## config.mk

```make
export PLATFORM = sky130hd
export DESIGN_NAME = sram_arb_flat
export DESIGN_NICKNAME = d
export VERILOG_FILES = /design/src/rtl/sram_arb_if.sv /design/src/rtl/sram_arb.sv /design/src/flat_wrapper.sv
export SDC_FILE = /design/constraint.sdc
export NUM_CORES = 1
export LEC_CHECK = 0
export ABC_AREA = 1
export BUFFER_PORTS_ARGS = -buffer_cell sky130_fd_sc_hd__buf_4
export CORE_AREA = 2 2 182 184
export CTS_BUF_LIST = sky130_fd_sc_hd__clkbuf_8
export CTS_CLUSTER_SIZE = 25
export DETAILED_ROUTE_END_ITERATION = 8
export DIE_AREA = 0 0 184 186
export GPL_TIMING_DRIVEN = 0
export PLACE_DENSITY = 0.61
export SLEW_MARGIN = 20
export SYNTH_ARGS = -nofsm -noshare
export SYNTH_HDL_FRONTEND = slang
export SYNTH_SLANG_ARGS = --single-unit
export TNS_END_PERCENT = 5
```

## constraint.sdc

```tcl
create_clock -name clk -period 2.1 [get_ports clk]
set_clock_uncertainty 0.1 [all_clocks]
set_input_delay 0.42 -clock clk [delete_from_list [all_inputs] [get_ports clk]]
set_output_delay 0.42 -clock clk [all_outputs]
set_load 0.005 [all_outputs]
```

## src/rtl/sram_arb_if.sv

```systemverilog
// One requester port of the SRAM arbiter: request handshake plus fixed-latency response.
// The master drives the request and holds its payload stable while ready is low.
interface sram_arb_if;
  logic        valid;
  logic        ready;
  logic        we;
  logic [22:0] addr;
  logic [63:0] wdata;
  logic        rsp_valid;
  logic        rsp_err;
  logic [63:0] rsp_rdata;

  modport master (
    output valid, we, addr, wdata,
    input  ready, rsp_valid, rsp_err, rsp_rdata
  );

  modport slave (
    input  valid, we, addr, wdata,
    output ready, rsp_valid, rsp_err, rsp_rdata
  );
endinterface

```

## src/rtl/sram_arb.sv

```systemverilog
// Two-port round-robin arbiter onto a single synchronous SRAM, one request per cycle.
// Every accepted request answers exactly 2 cycles later; ready is held low during reset and zero-fill.
module sram_arb #(
  parameter int unsigned ROW_DEPTH = 4096,
  parameter bit          INIT_ZERO = 1'b0
) (
  input  logic        clk,
  input  logic        rst,
  sram_arb_if.slave   p0,
  sram_arb_if.slave   p1,
  output logic        busy,
  output logic [22:0] sram_addr,
  output logic [63:0] sram_wdata,
  output logic        sram_we,
  input  logic [63:0] sram_rdata
);

  localparam int unsigned FILL_WORDS = 32 * ROW_DEPTH;
  localparam int unsigned CW         = (FILL_WORDS > 1) ? $clog2(FILL_WORDS) : 1;
  localparam logic [CW-1:0] FILL_LAST = CW'(FILL_WORDS - 1);

  typedef enum logic {ST_INIT, ST_RUN} state_e;

  typedef struct packed {
    logic vld;
    logic port;
    logic rd;
    logic err;
  } tag_t;

  state_e        state_q, state_d;
  logic [CW-1:0] cnt_q, cnt_d;
  logic          ptr_q, ptr_d;
  logic [22:0]   addr_q, addr_d;
  logic [63:0]   wdata_q, wdata_d;
  logic          we_q, we_d;
  tag_t          t1_q, t1_d, t2_q;
  logic [1:0]    rsp_vld_q, rsp_vld_d;
  logic          rsp_err_q, rsp_err_d;
  logic [63:0]   rsp_rdata_q, rsp_rdata_d;

  logic        gnt0, gnt1, run, rdy0, rdy1, acc, row_ok;
  logic        sel_we;
  logic [22:0] sel_addr;
  logic [63:0] sel_wdata;

  // Pointer port wins only under contention; a lone requester is always granted.
  assign gnt0 = p0.valid && (!p1.valid || !ptr_q);
  assign gnt1 = p1.valid && (!p0.valid || ptr_q);
  assign run  = (state_q == ST_RUN) && !rst;
  assign rdy0 = run && gnt0;
  assign rdy1 = run && gnt1;
  assign acc  = rdy0 || rdy1;

  assign sel_we    = rdy1 ? p1.we    : p0.we;
  assign sel_addr  = rdy1 ? p1.addr  : p0.addr;
  assign sel_wdata = rdy1 ? p1.wdata : p0.wdata;
  assign row_ok    = 32'(sel_addr[22:5]) < ROW_DEPTH;

  always_comb begin
    state_d = state_q;
    cnt_d   = cnt_q;
    ptr_d   = ptr_q;
    addr_d  = addr_q;
    wdata_d = wdata_q;
    we_d    = 1'b0;
    t1_d    = '0;
    case (state_q)
      ST_INIT: begin
        we_d    = 1'b1;
        addr_d  = 23'(cnt_q);
        wdata_d = '0;
        if (cnt_q == FILL_LAST) state_d = ST_RUN;
        else                    cnt_d   = cnt_q + 1'b1;
      end
      ST_RUN: begin
        if (acc) begin
          ptr_d = rdy0;
          t1_d  = '{vld: 1'b1, port: rdy1, rd: !sel_we, err: !row_ok};
          // Out-of-range rows are answered with an error but never reach the SRAM.
          if (row_ok) begin
            we_d   = sel_we;
            addr_d = sel_addr;
            if (sel_we) wdata_d = sel_wdata;
          end
        end
      end
      default: state_d = ST_RUN;
    endcase
  end

  always_comb begin
    rsp_vld_d   = {t2_q.vld && t2_q.port, t2_q.vld && !t2_q.port};
    rsp_err_d   = t2_q.vld && t2_q.err;
    rsp_rdata_d = (t2_q.vld && t2_q.rd && !t2_q.err) ? sram_rdata : '0;
  end

  always_ff @(posedge clk) begin
    if (rst) begin
      state_q     <= INIT_ZERO ? ST_INIT : ST_RUN;
      cnt_q       <= '0;
      ptr_q       <= 1'b0;
      addr_q      <= '0;
      wdata_q     <= '0;
      we_q        <= 1'b0;
      t1_q        <= '0;
      t2_q        <= '0;
      rsp_vld_q   <= '0;
      rsp_err_q   <= 1'b0;
      rsp_rdata_q <= '0;
    end else begin
      state_q     <= state_d;
      cnt_q       <= cnt_d;
      ptr_q       <= ptr_d;
      addr_q      <= addr_d;
      wdata_q     <= wdata_d;
      we_q        <= we_d;
      t1_q        <= t1_d;
      t2_q        <= t1_q;
      rsp_vld_q   <= rsp_vld_d;
      rsp_err_q   <= rsp_err_d;
      rsp_rdata_q <= rsp_rdata_d;
    end
  end

  assign busy       = (state_q == ST_INIT);
  assign sram_addr  = addr_q;
  assign sram_wdata = wdata_q;
  assign sram_we    = we_q;

  assign p0.ready     = rdy0;
  assign p1.ready     = rdy1;
  assign p0.rsp_valid = rsp_vld_q[0];
  assign p1.rsp_valid = rsp_vld_q[1];
  assign p0.rsp_err   = rsp_vld_q[0] && rsp_err_q;
  assign p1.rsp_err   = rsp_vld_q[1] && rsp_err_q;
  assign p0.rsp_rdata = rsp_vld_q[0] ? rsp_rdata_q : '0;
  assign p1.rsp_rdata = rsp_vld_q[1] ? rsp_rdata_q : '0;

endmodule

```

## src/flat_wrapper.sv

```systemverilog
// flat-port wrapper written by rule: the top's interface ports become plain ports
module sram_arb_flat 
#(
  parameter int unsigned ROW_DEPTH = 4096,
  parameter bit          INIT_ZERO = 1'b0
)
  (clk, rst, busy, sram_addr, sram_wdata, sram_we, sram_rdata, p0_valid, p0_we, p0_addr, p0_wdata, p0_ready, p0_rsp_valid, p0_rsp_err, p0_rsp_rdata, p1_valid, p1_we, p1_addr, p1_wdata, p1_ready, p1_rsp_valid, p1_rsp_err, p1_rsp_rdata);
  sram_arb_if p0_i ();
  sram_arb_if p1_i ();
  input  logic clk;
  input  logic rst;
  output logic busy;
  output logic [22:0] sram_addr;
  output logic [63:0] sram_wdata;
  output logic sram_we;
  input  logic [63:0] sram_rdata;
  input wire logic [$bits(p0_i.valid)-1:0] p0_valid;
  input wire logic [$bits(p0_i.we)-1:0] p0_we;
  input wire logic [$bits(p0_i.addr)-1:0] p0_addr;
  input wire logic [$bits(p0_i.wdata)-1:0] p0_wdata;
  output wire logic [$bits(p0_i.ready)-1:0] p0_ready;
  output wire logic [$bits(p0_i.rsp_valid)-1:0] p0_rsp_valid;
  output wire logic [$bits(p0_i.rsp_err)-1:0] p0_rsp_err;
  output wire logic [$bits(p0_i.rsp_rdata)-1:0] p0_rsp_rdata;
  input wire logic [$bits(p1_i.valid)-1:0] p1_valid;
  input wire logic [$bits(p1_i.we)-1:0] p1_we;
  input wire logic [$bits(p1_i.addr)-1:0] p1_addr;
  input wire logic [$bits(p1_i.wdata)-1:0] p1_wdata;
  output wire logic [$bits(p1_i.ready)-1:0] p1_ready;
  output wire logic [$bits(p1_i.rsp_valid)-1:0] p1_rsp_valid;
  output wire logic [$bits(p1_i.rsp_err)-1:0] p1_rsp_err;
  output wire logic [$bits(p1_i.rsp_rdata)-1:0] p1_rsp_rdata;
  assign p0_i.valid = p0_valid;
  assign p0_i.we = p0_we;
  assign p0_i.addr = p0_addr;
  assign p0_i.wdata = p0_wdata;
  assign p0_ready = p0_i.ready;
  assign p0_rsp_valid = p0_i.rsp_valid;
  assign p0_rsp_err = p0_i.rsp_err;
  assign p0_rsp_rdata = p0_i.rsp_rdata;
  assign p1_i.valid = p1_valid;
  assign p1_i.we = p1_we;
  assign p1_i.addr = p1_addr;
  assign p1_i.wdata = p1_wdata;
  assign p1_ready = p1_i.ready;
  assign p1_rsp_valid = p1_i.rsp_valid;
  assign p1_rsp_err = p1_i.rsp_err;
  assign p1_rsp_rdata = p1_i.rsp_rdata;
  sram_arb #(.ROW_DEPTH(ROW_DEPTH), .INIT_ZERO(INIT_ZERO)) u_core (.clk(clk), .rst(rst), .p0(p0_i), .p1(p1_i), .busy(busy), .sram_addr(sram_addr), .sram_wdata(sram_wdata), .sram_we(sram_we), .sram_rdata(sram_rdata));
endmodule
```

==> summary.md <==
| Metric | Value |
|---|---|
| Routed via count | 10290 |
| Mapped Nets | 1692 |
| Register bit count reported by yosys | 182 |
| Grt ovf | 0 |
| Flop pwr share | 0.515 |
| Failing checks | setup timing |
| Post-route antenna net violation count | 0 |
| Clock root cell | clkbuf_8 |
| Largest net degree at the start of global routing | 20 |
| Data required, critical path | 2.34 ns |
| Clk buf depth | 2 |
| Yosys cell types | 30 |
| Initial antenna violation count | 1 |
| Die Y | 186 µm |
| H-Tree Depth | 4 |
| Max incr delay on CP | 0.38 ns |
| TritonCTS Buffers | 17 |
| Yosys warnings | 0 |
| Worst hold path type | in -> reg |
| Initial Util | 0.2767 |
| Combinational share of power | 0.122 |
| Most frequent CP cell | nor2_4 |
| Routed WL per cell | 15.08 µm |
| Worst VDD drop | 337.4 µV |
| DP Worst Slack | -0.8546 ns |
| Net Sw Power | 0.001915 W |
| Worst EP arrival | 2.50 ns |
| DP HPWL | 28480 µm |
| Internal power | 0.004846 W |
| Final setup fails | 7 |
| Vias in the first global route | 9670 |
| CTS hold repair buffers | 0 |
| Detailed Routing Iterations Pass 1 | 4 |
| Core ar. | 32210 µm² |
| PnR Total Power | 0.006760 W |
| Clock slew at reported path FFs | 0.11 ns |
| Max cap viols | 0 |
| RSZ-0062 raised after global routing | yes |
| Count of pins over their slew limit | 0 |
| Leakage | 8.357 nW |
| Sequential area share after synthesis | 0.4089 |
| Mapped Avg Cell Area | 6.163 µm² |
| Io pins | 467 |
| Switch share | 0.2832 |
| Power per cell area | 480.4 nW/µm² |
| Hold violation count in the final report | 0 |
| Clock Sinks | 182 |
| Startpoint Class | flip-flop |
| Port buffer count | 464 |
| Worst path slowest cell | dfxtp_4 |
| Worst r2r src | u_core.cnt_q[1]$_SDFFE_PP0P_ |
| Crit path capture type | flip-flop |
| Num rows | 66 |
| CP Buf/Inv Count | 0 |
| Die area | 34220 µm² |
| Crit path time final | 2.254 ns |
| Die X | 184 µm |
| Synth Instances | 1446 |
| Clk_lat worst skew | 0.45 ns |
| Synth-to-Final Area Change | 57.92% |
| Rel. slew slack | 0.5264 |
| Status | finished, violations left |
| Critical path class | reg -> reg |
| Clock power frac | 0.363 |
| Synth Cell Area | 8911 µm² |
| Worst Path Max Fanout | 6 |
| Fin worst setup slack | -0.1543 ns |
| Remaining DRCs | 0 |
| First-pass GRT wire length | 51690 µm |
| Total wire length | 35780 µm |
| CP cell instances | ha_4 -> nand3_4 -> nor3_2 -> ha_2 -> nor2_4 -> nand4_1 -> nor2_2 -> nand2_2 -> nor2_4 -> nand2_4 -> nor2_4 -> nand2_1 -> nor3b_2 |
| CP delay by family, top | simple AND/OR/NAND/NOR gates |
| Crit path launch | u_core.cnt_q[1]$_SDFFE_PP0P_ |
| DRT iter0 DRCs | 431 |
| # nets final | 2197 |
| F_max | 443.6 MHz |
| Worst-Margin Slew | 0.7083 ns |
| Gp weighted congestion | 0.9365 |
| Diode count | 0 |
| Vias/cell | 4.337 |
| CTS tree | built |
| Proportion of layout cells with a drive suffix above 1 | 0.3259 |
| Tot GR Track Use | 0.1977 |
| Min-delay src | sram_rdata[27] |
| Final worst path period share | 1.073 |
==> path summary, 6_finish.rpt <==
path	endpoint	slack, ns	depth (start not counted)
worst max-delay path	u_core.cnt_q[15]$_SDFFE_PP0P_	-0.15	13
worst min-delay path	u_core.rsp_rdata_q[27]$_SDFF_PP0_	0.07	3
worst max register to register	u_core.cnt_q[15]$_SDFFE_PP0P_	-0.15	13
worst min register to register	u_core.t2_q[1]$_SDFF_PP0_	0.31	2
==> stage by stage <==
| stage | TNS, ns | util | hold WS, ns | cells | area, µm² |
|---|---|---|---|---|---|
| 3_3_place_gp | -60.85 | 0.4012 | 0.3014 | 2318 | 12920 |
| 2_1_floorplan | 0 | - | 0.2883 | 1446 | 8926 |
| 3_5_place_dp | -63.60 | 0.4012 | 0.2971 | 2318 | 12920 |
| 5_1_grt | -6.790 | 0.4369 | 0.01991 | 2372 | 14070 |
| 6_report | -0.5314 | 0.4369 | 0.07085 | 2372 | 14070 |
| 4_1_cts | -8.823 | 0.4242 | 0.02461 | 2362 | 13660 |
==> area by class of cell <==
class / count / area [µm²]
Inverter: 301 / 1145
Clock inverter: 14 / 156.4
Clock buffer: 18 / 247.7
Timing Repair Buffer: 486 / 3741
Fill cell: 3441 / 18130
Tap cell: 408 / 510.5
Multi-Input combinational cell: 876 / 4023
Buffer: 87 / 588.1
Sequential cell: 182 / 3661
==> worst min-delay path, stage by stage <==
cell and delay, ns:
buf_4 0.11, inv_1 0.04, nor2_1 0.03
==> cell usage in the layout, fill, tap and decap left out, drive strengths merged, types with 2 or more instances in the layout <==
cell      n
a21oi    31
a31oi     2
buf     507
clkbuf   84
clkinv    6
dfxtp   182
ha        2
inv     309
nand2   445
nand3    88
nand4     9
nor2    172
nor3      8
nor3b     7
o21ai    96
o22ai    13
==> synth_stat cells <==
| cell | number | area [µm²] |
|---|---|---|
| a211oi_1 | 1 | 7.510 |
| a21oi_1 | 30 | 150.1 |
| a21oi_2 | 1 | 8.760 |
| a31oi_1 | 2 | 12.51 |
| buf_1 | 3 | 11.26 |
| buf_2 | 7 | 35.03 |
| buf_4 | 3 | 22.52 |
| buf_6 | 9 | 101.4 |
| clkbuf_1 | 66 | 247.7 |
| clkinv_1 | 1 | 3.750 |
| dfxtp_1 | 182 | 3643 |
| ha_1 | 2 | 25.02 |
| inv_1 | 298 | 1119 |
| inv_2 | 1 | 3.750 |
| inv_4 | 1 | 6.260 |
| nand2_1 | 445 | 1670 |
| nand3_1 | 85 | 425.4 |
| nand3_2 | 1 | 10.01 |
| nand3_4 | 1 | 17.52 |
| nand4_1 | 9 | 56.30 |
| nor2_1 | 170 | 638.1 |
| nor2_2 | 1 | 6.260 |
| nor2_8 | 1 | 20.02 |
| nor3_1 | 8 | 40.04 |
| nor3b_1 | 7 | 52.55 |
| o21a_1 | 1 | 7.510 |
| o21ai_0 | 69 | 345.3 |
| o21ai_1 | 27 | 135.1 |
| o22ai_1 | 13 | 81.33 |
| o31ai_1 | 1 | 7.510 |
==> power groups by stage <==
stage | Clock, W | Sequential (W) | Combinational [W]
4_1_cts | 0.00258 | 0.00348 | 0.000799
3_5_place_dp | 0 | 0.00356 | 0.000760
6_report | 0.00246 | 0.00348 | 0.000824
3_3_place_gp | 0 | 0.00356 | 0.000754
5_1_grt | 0.00270 | 0.00348 | 0.000905
2_1_floorplan | 0 | 0.00356 | 0.000279
==> routing by layer <==
layer	share of wire	global-route usage	wire length, µm
met1	0.40	0.2221	14190
met2	0.50	0.3615	18040
met3	0.068	0.04657	2432
met4	0.031	0.07520	1094
met5	0.00036	0	13
==> kinds of logic after synthesis <==
logic type / count (synthesis) / share of synthesized area
flip-flops: 182 / 0.4089
AND/OR/NAND/NOR: 728 / 0.3295
adder cells (fa/ha/maj): 2 / 0.002808
AO/OA/AOI/OAI: 145 / 0.08481
buffers and inverters: 389 / 0.1740
==> registers in the layout (all words and copies together) (netlist names) <==
| signal | flops |
|---|---|
| u_core.rsp_err_q | 1 |
| u_core.sram_we | 1 |
| u_core.state_q | 1 |
| u_core.t1_q | 4 |
| u_core.sram_addr | 23 |
| u_core.ptr_q | 1 |
| u_core.cnt_q | 17 |
| u_core.rsp_vld_q | 2 |
| u_core.rsp_rdata_q | 64 |
| u_core.t2_q | 4 |
| u_core.sram_wdata | 64 |
==> timing repair <==
action / 4_1_cts / 5_1_grt
cloned: 1 / 4
endpoints found under the setup margin: 229 / 133
buffers inserted: 11 / 7
resized for setup: 111 / 102
pin swaps: 12 / 21
hold endpoints to repair: 0 / 0
(Power assumes the default switching activity.)
